File: src/rtl/wb_pkg.sv
// rtl/wb_pkg.sv - shared constants, grant-state encoding and arbitration helper
package wb_pkg;

  localparam int ADR_W = 32;
  localparam int DAT_W = 32;
  localparam int SEL_W = 4;

  localparam logic [DAT_W-1:0] ERR_DATA_DEF = 32'hFFFF_FFFF;

  typedef enum logic [1:0] {
    ST_IDLE = 2'd0,
    ST_GNT0 = 2'd1,
    ST_GNT1 = 2'd2
  } arb_state_t;

  // Choose the next owner from the raw requests; contention goes to whoever
  // was not granted most recently.
  function automatic arb_state_t next_grant(input logic c0, input logic c1,
                                            input logic last_m1);
    arb_state_t g;
    if (c0 && c1)
      g = last_m1 ? ST_GNT0 : ST_GNT1;
    else if (c0)
      g = ST_GNT0;
    else if (c1)
      g = ST_GNT1;
    else
      g = ST_IDLE;
    return g;
  endfunction

endpackage

File: src/rtl/wb_watchdog.sv
// rtl/wb_watchdog.sv - completes strobes left unacknowledged for TIMEOUT+1 cycles
module wb_watchdog #(
  parameter int TIMEOUT = 255
) (
  input  logic clk,
  input  logic rst,
  input  logic stb,
  input  logic ack,
  output logic fire
);

  localparam int CW = (TIMEOUT > 0) ? $clog2(TIMEOUT + 1) : 1;

  logic [CW-1:0] cnt;

  // A genuine slave ack in the terminal cycle suppresses the fire.
  assign fire = (TIMEOUT != 0) && stb && !ack && (cnt == CW'(TIMEOUT));

  always_ff @(posedge clk or posedge rst) begin
    if (rst)
      cnt <= '0;
    else if (!stb || ack || fire)
      cnt <= '0;
    else
      cnt <= cnt + 1'b1;
  end

endmodule

File: src/rtl/wb_arbiter.sv
// rtl/wb_arbiter.sv - two-master round-robin Wishbone arbiter with bus watchdog
module wb_arbiter
  import wb_pkg::*;
#(
  parameter int                TIMEOUT  = 255,
  parameter logic [DAT_W-1:0]  ERR_DATA = ERR_DATA_DEF
) (
  input  logic             wb_clk_i,
  input  logic             wb_rst_i,

  input  logic [DAT_W-1:0] m0_dat_i,
  input  logic [ADR_W-1:0] m0_adr_i,
  input  logic [SEL_W-1:0] m0_sel_i,
  input  logic             m0_we_i,
  input  logic             m0_cyc_i,
  input  logic             m0_stb_i,
  output logic [DAT_W-1:0] m0_dat_o,
  output logic             m0_ack_o,

  input  logic [DAT_W-1:0] m1_dat_i,
  input  logic [ADR_W-1:0] m1_adr_i,
  input  logic [SEL_W-1:0] m1_sel_i,
  input  logic             m1_we_i,
  input  logic             m1_cyc_i,
  input  logic             m1_stb_i,
  output logic [DAT_W-1:0] m1_dat_o,
  output logic             m1_ack_o,

  output logic [DAT_W-1:0] s_dat_o,
  output logic [ADR_W-1:0] s_adr_o,
  output logic [SEL_W-1:0] s_sel_o,
  output logic             s_we_o,
  output logic             s_cyc_o,
  output logic             s_stb_o,
  input  logic [DAT_W-1:0] s_dat_i,
  input  logic             s_ack_i,

  output logic             timeout_o
);

  arb_state_t state;
  arb_state_t nxt;
  logic       last;
  logic       holding;
  logic       gnt0;
  logic       gnt1;
  logic       wd_fire;
  logic [DAT_W-1:0] resp_dat;

  always_comb begin
    holding = ((state == ST_GNT0) && m0_cyc_i) || ((state == ST_GNT1) && m1_cyc_i);
    nxt     = next_grant(m0_cyc_i, m1_cyc_i, last);
  end

  // When the owner releases, the other requester is granted directly so a
  // handover never costs an idle cycle.
  always_ff @(posedge wb_clk_i or posedge wb_rst_i) begin
    if (wb_rst_i) begin
      state <= ST_IDLE;
      last  <= 1'b1;
    end else if (!holding) begin
      state <= nxt;
      if (nxt != ST_IDLE)
        last <= (nxt == ST_GNT1);
    end
  end

  assign gnt0 = (state == ST_GNT0);
  assign gnt1 = (state == ST_GNT1);

  always_comb begin
    s_adr_o = gnt1 ? m1_adr_i : m0_adr_i;
    s_dat_o = gnt1 ? m1_dat_i : m0_dat_i;
    s_sel_o = gnt1 ? m1_sel_i : m0_sel_i;
    s_we_o  = gnt1 ? m1_we_i  : m0_we_i;
    s_cyc_o = (gnt0 && m0_cyc_i) || (gnt1 && m1_cyc_i);
    s_stb_o = (gnt0 && m0_stb_i) || (gnt1 && m1_stb_i);
  end

  wb_watchdog #(
    .TIMEOUT (TIMEOUT)
  ) u_watchdog (
    .clk  (wb_clk_i),
    .rst  (wb_rst_i),
    .stb  (s_stb_o),
    .ack  (s_ack_i),
    .fire (wd_fire)
  );

  assign resp_dat  = wd_fire ? ERR_DATA : s_dat_i;
  assign m0_ack_o  = gnt0 && m0_stb_i && (s_ack_i || wd_fire);
  assign m1_ack_o  = gnt1 && m1_stb_i && (s_ack_i || wd_fire);
  assign m0_dat_o  = gnt0 ? resp_dat : '0;
  assign m1_dat_o  = gnt1 ? resp_dat : '0;
  assign timeout_o = wd_fire;

endmodule

File: config.mk
export PLATFORM = sky130hd
export DESIGN_NAME = wb_arbiter
export DESIGN_NICKNAME = d
export VERILOG_FILES = /design/src/rtl/wb_pkg.sv /design/src/rtl/wb_watchdog.sv /design/src/rtl/wb_arbiter.sv
export SDC_FILE = /design/constraint.sdc
export NUM_CORES = 1
export LEC_CHECK = 0
export BUFFER_PORTS_ARGS = -buffer_cell sky130_fd_sc_hd__buf_2
export CAP_MARGIN = 10
export CORE_AREA = 2 2 121 123
export DETAILED_ROUTE_END_ITERATION = 10
export DIE_AREA = 0 0 123 125
export PLACE_DENSITY_LB_ADDON = 0.25
export SLEW_MARGIN = 20
export SYNTH_ARGS = -nofsm -noshare
export SYNTH_HDL_FRONTEND = slang
export SYNTH_SLANG_ARGS = --single-unit
File: constraint.sdc
create_clock -name wb_clk_i -period 2.2 [get_ports wb_clk_i]
set_input_delay 0.44 -clock wb_clk_i [delete_from_list [all_inputs] [get_ports wb_clk_i]]
set_output_delay 0.44 -clock wb_clk_i [all_outputs]
set_load 0.05 [all_outputs]
---- After elaboration in Yosys (flattened, before gate mapping) ----
Cells that the tools add are included.
cells by class
  add/sub/neg operators ................... 1
  equal/unequal tests ..................... 4
  multiplexer cells ....................... 12
  bitwise logic cells ..................... 1
  reduce and logical (&&, ||, !) cells .... 18
operator list
  kind                                            count
  2-to-1 mux 32 bit                               5
  logical AND 1 bit                               9
  adder 8 x 1 -> 8 bit (second input constant)    1
  == test 8 bit (second input constant)           1
  2-to-1 mux 2 bit                                4
  2-to-1 mux 8 bit                                1
  logical OR 1 bit                                5
  == test 2 bit (second input constant)           2
  2-to-1 mux 4 bit                                1
  == test 2 x 1 -> 1 bit (second input constant)  1
  logical NOT 1 bit                               2
  AND reduction 2 bit                             1
  nonzero test 2 bit                              1
  2-to-1 mux 1 bit                                1
  NOT 1 bit                                       1
storage, ports and cells
  register bits ........................... 11
  input port bits ......................... 177
  output and inout port bits .............. 138
  word-level logic and storage cells ...... 39

---- Longest topological paths before layout ----
  depth after elaboration ................. 7
  depth in mapped cells ................... 6
  depth with buffers taken out ............ 4

---- By module ----
Synthesis repeated with hierarchy kept, for this count alone.
unflattened totals
  cell total of the unflattened synthesis .. 397
  area total of the unflattened synthesis .. 1,880.6 µm²
modules (own cells, without submodules)
  module       instances  cells an instance  area each (µm²)  seq. area each (µm²)
  wb_arbiter   1          356                1,478.9          76.3
  wb_watchdog  1          41                 401.6            200.2

---- Least setup slack after synthesis ----
OpenSTA, ideal clock, no wires.
  kind .................................... reg2out
  start ................................... reg state[0]
  end ..................................... out timeout_o
  data arrival time ....................... 2.993 ns
  required time ........................... 1.760 ns
  path slack .............................. -1.233 ns
  stages on the path, launching flop included .. 5
  path buffers ............................ 1
  cell sequence ........................... dfrtp_1 > and2b_1 > clkbuf_1 > a22o_1 > nor4b_1
on the way
  longest elaborated chain between the ends .. 5
  elaborated cells on any way between the ends .. 7
  classes of those cells .................. eq/ne (2); reduce/logical (5)
RTL lines
  item                                                     line                                RTL
  start: declaration                                       wb_arbiter.sv:41                    arb_state_t state;
  start signal: assignment                                 wb_arbiter.sv:62                    state <= nxt;
  == test 2 x 1 -> 1 bit or == test 2 bit (tied branches)  wb_arbiter.sv:68, wb_arbiter.sv:69
  logical AND 1 bit                                        wb_arbiter.sv:77                    s_stb_o = (gnt0 && m0_stb_i) || (gnt1 && m1_stb_i);
  logical OR 1 bit (*)                                     wb_arbiter.sv:77
  via s_stb_o                                              wb_arbiter.sv:34                    output logic s_stb_o,
  logical AND 1 bit (*) (2 in series)                      wb_watchdog.sv:17                   assign fire = (TIMEOUT != 0) && stb && !ack && (cnt == CW'(TIMEOUT));
  end: declaration                                         wb_arbiter.sv:38                    output logic timeout_o
Mark *: on every way through the listed nets, which the timed path passes. The rest lies on a longest branch.

---- Worst setup path in the final report ----
  start ................................... reg state[1]
  end ..................................... out m0_dat_o[9]
on the way
  longest elaborated chain between the ends .. 7
  elaborated cells on any way between the ends .. 9
  classes of those cells .................. eq/ne (2); mux (2); reduce/logical (5)
RTL lines
  item                                                     line                                RTL
  == test 2 x 1 -> 1 bit or == test 2 bit (tied branches)  wb_arbiter.sv:68, wb_arbiter.sv:69
  logical AND 1 bit                                        wb_arbiter.sv:77
  logical OR 1 bit                                         wb_arbiter.sv:77
  logical AND 1 bit (2 in series)                          wb_watchdog.sv:17
  2-to-1 mux 32 bit                                        wb_arbiter.sv:90                    assign resp_dat = wd_fire ? ERR_DATA : s_dat_i;
  2-to-1 mux 32 bit (*)                                    wb_arbiter.sv:93                    assign m0_dat_o = gnt0 ? resp_dat : '0;
  end: declaration                                         wb_arbiter.sv:17                    output logic [DAT_W-1:0] m0_dat_o,
Every way passes the cells marked *; elsewhere a longest branch is shown, timed or not.

==> metrics.md <==
| Metric | Value |
|---|---|
| Status | `finished, violations left` |
| Violated checks | `setup timing` |
| Placeable Area | `14200 um^2` |
| Setup Skew | `0.00101 ns` |
| Slew @ Worst Pin | `0.454 ns` |
| Synth Instances | `399` |
| Post-synth top flop | `dfrtp_1` |
| DP HPWL | `9.54 mm` |
| Floorplan row count | `44` |
| Die width | `123 um` |
| Arr. time, crit path | `2.09 ns` |
| Yosys cell types | `35` |
| Top cell type's share of synthesized area | `0.351` |
| Total grt overflow | `0` |
| CTS tree | `done` |
| Reg2reg end | `last` |
| Crit-path max FO | `14` |
| Synthesis-stage register bit count | `11` |
| Crit end category | `primary output` |
| Mapped Area | `2290 um^2` |
| Pwr per Cell Area | `561 nW/um^2` |
| Worst skew pair latency | `0.24 ns` |
| Req. time, crit path | `1.76 ns` |
| Longest Clk Path Bufs | `2` |
| Lkg Pwr | `0.00316 uW` |
| Power Total | `3370 uW` |
| Initial DRT Pass Iterations | `4` |
| Die Area | `15400 um^2` |
| Final WL | `13.7 mm` |
| Post-synth top cells | `nand2_1, a21oi_2, inv_1, clkbuf_1, dfrtp_1` |
| Reg clk slew, reported paths | `0.04 ns` |
| Syn Area/Cell | `5.74 um^2` |
| Mux cell area share after synthesis | `0` |
| Routed vias/inst | `4.14` |
| RSZ-0062 raised after global routing | `true` |
| Reg2Reg Depth | `6` |
| Average wire per standard cell | `14.8 um` |
| GP Congestion | `0.761` |
| Initial antenna violation count | `0` |
| Worst slew margin | `0.697` |
| Min-Delay Path Class | `input pin to asynchronous set/reset pin` |
| Non-filler cells, final | `925` |
| H-tree levels | `1` |
| Max Cap Viol | `0` |
| Final setup violation count | `95` |
| Starting Density | `0.161` |
| FF-to-FF Start | `state[1]` |
| Total CTS buffers | `3` |
| Total GRT Usage | `0.150` |
| Fin. max-slew vios | `0` |
| Compound-Gate Fraction of Synth Area | `0.278` |
| EDFF count, synth | `0` |
| Global-route wire length before repair | `18.4 mm` |
| DRC | `0` |
| Xor and xnor area share after synthesis | `0.0115` |
| Clock Sinks | `11` |
| # diodes | `0` |
| Largest family of logic cells by synthesized area | `simple AND/OR/NAND/NOR gates` |
| Final nets | `920` |
| Leading cell type by number of instances after synthesis | `nand2_1` |
| Layout cells sized above 1 | `0.615` |
| Root buffer cell | `clkbuf_16` |
| Die Span Y | `125 um` |
| Vias | `3833` |
| Synthesis Warnings | `0` |
| Seq/Total Area, Yosys | `0.121` |
| Worst R2R Setup Slack | `0.56 ns` |
| Vias in the first global route | `3638` |
| Fmax | `396 MHz` |
| Final worst setup slack | `-0.327 ns` |
| Post-route ant nets | `0` |
| Largest net degree at the start of global routing | `33` |
| Dominant cell type by area after synthesis | `nand2_1` |
| Max IR drop VDD | `290 uV` |
| Main area contributors after synthesis | `nand2_1, a21oi_2, dfrtp_1` |
| Fin crit share | `1.15` |
| Number of port buffers | `314` |
| Cell count after placement | `903` |
| Syn nets | `577` |
| Startpoint Class | `register` |
| Io pins | `315` |
| Simple-Gate Fraction of Synth Area | `0.424` |
| Area growth, synth to finish | `163%` |
| Minimum clock period | `2.53 ns` |
| DR iter-0 viols | `80` |
| Crit path kind | `register to primary output` |
| Worst slack, placed | `-0.289 ns` |
| Final hold vios | `0` |
| Synth Area in Adders | `0.00984` |
| Asr flop ratio synth | `1.00` |
[layer usage]
layer / global-route usage / vias to the layer above / part of all wire
li1: - / 1934 / -
met3: 0.0141 / 16 / 0.064
met5: 0 / - / 0
met4: 0.0328 / 0 / 0.017
met2: 0.274 / 187 / 0.52
met1: 0.189 / 1696 / 0.40
[metrics by stage]
stage | hold slack (ns) | cell area, um^2 | setup TNS (ns) | util
floorplan | 0.292 | 2740 | -1.60 | -
finish | 0.198 | 6010 | -19.20 | 0.423
CTS | 0.212 | 5440 | -17.39 | 0.383
global placement | 0.472 | 4740 | -15.03 | 0.334
global route | 0.235 | 6010 | -26.53 | 0.423
detailed placement | 0.475 | 4740 | -16.70 | 0.334
[worst max-delay path, cell delays in order (launching register included)]
cell and delay, ns:
dfrtp_1 0.40, nand4bb_1 0.22, a2111o_2 0.52, buf_12 0.17, buf_12 0.17, a21oi_4 0.17
buf_6 0.18
[state kept, by name, indices dropped and copies added, names as in the netlist]
| name | cells |
|---|---|
| u_watchdog.cnt | 8 |
| state | 2 |
| last | 1 |
[timing repair]
item	CTS	global route
hold buffers	0	0
gates cloned	3	6
resized for setup	182	133
setup buffers	4	6
setup endpoints to repair	129	132
pin swaps	1	3
[report_power, final]
group | switching [uW] | internal (uW) | total, uW
registers | 12.7 | 223 | 236
logic | 1770 | 1030 | 2800
clock network | 95.3 | 244 | 339
[worst max-delay path by stage]
stage | start | end | slack, ns | cells after the start
5_1_grt | state[1] | m0_dat_o[9] | -0.39 | 6
3_3_place_gp | s_ack_i | m0_dat_o[20] | -0.26 | 7
3_5_place_dp | s_ack_i | m1_dat_o[8] | -0.29 | 7
6_report | state[1] | m0_dat_o[9] | -0.33 | 6
4_1_cts | state[0] | m0_dat_o[9] | -0.30 | 6
2_1_floorplan | u_watchdog.cnt[0] | m0_dat_o[0] | -0.28 | 5
[cells by family (layout without fill, tap and decap cells)]
group,after synthesis,count (layout)
buf+inv,67,407
fa+ha+maj,2,2
simple gates,240,242
xor+xnor,3,3
flops,11,11
compound gates,76,76
[layout make-up]
| cell class | instances | area [um^2] |
|---|---|---|
| Sequential cell | 11 | 277 |
| Clock buffer | 4 | 78.8 |
| Timing Repair Buffer | 367 | 3090 |
| Tap cell | 184 | 230 |
| Inverter | 36 | 135 |
| Fill cell | 1458 | 8190 |
| Multi-Input combinational cell | 323 | 2200 |
[placed cells by master, fill, tap and decap left out, drive strengths merged, types with 3 or more instances in the layout]
cell	Yosys	final
a31oi	3	3
nand2	214	214
clkbuf	18	10
a21oi	66	66
inv	36	36
buf	13	361
or3	3	3
nor3	3	3
dfrtp	10	10
or2b	2	4
nand3	5	5
Power figures use the tool's default switching activity.
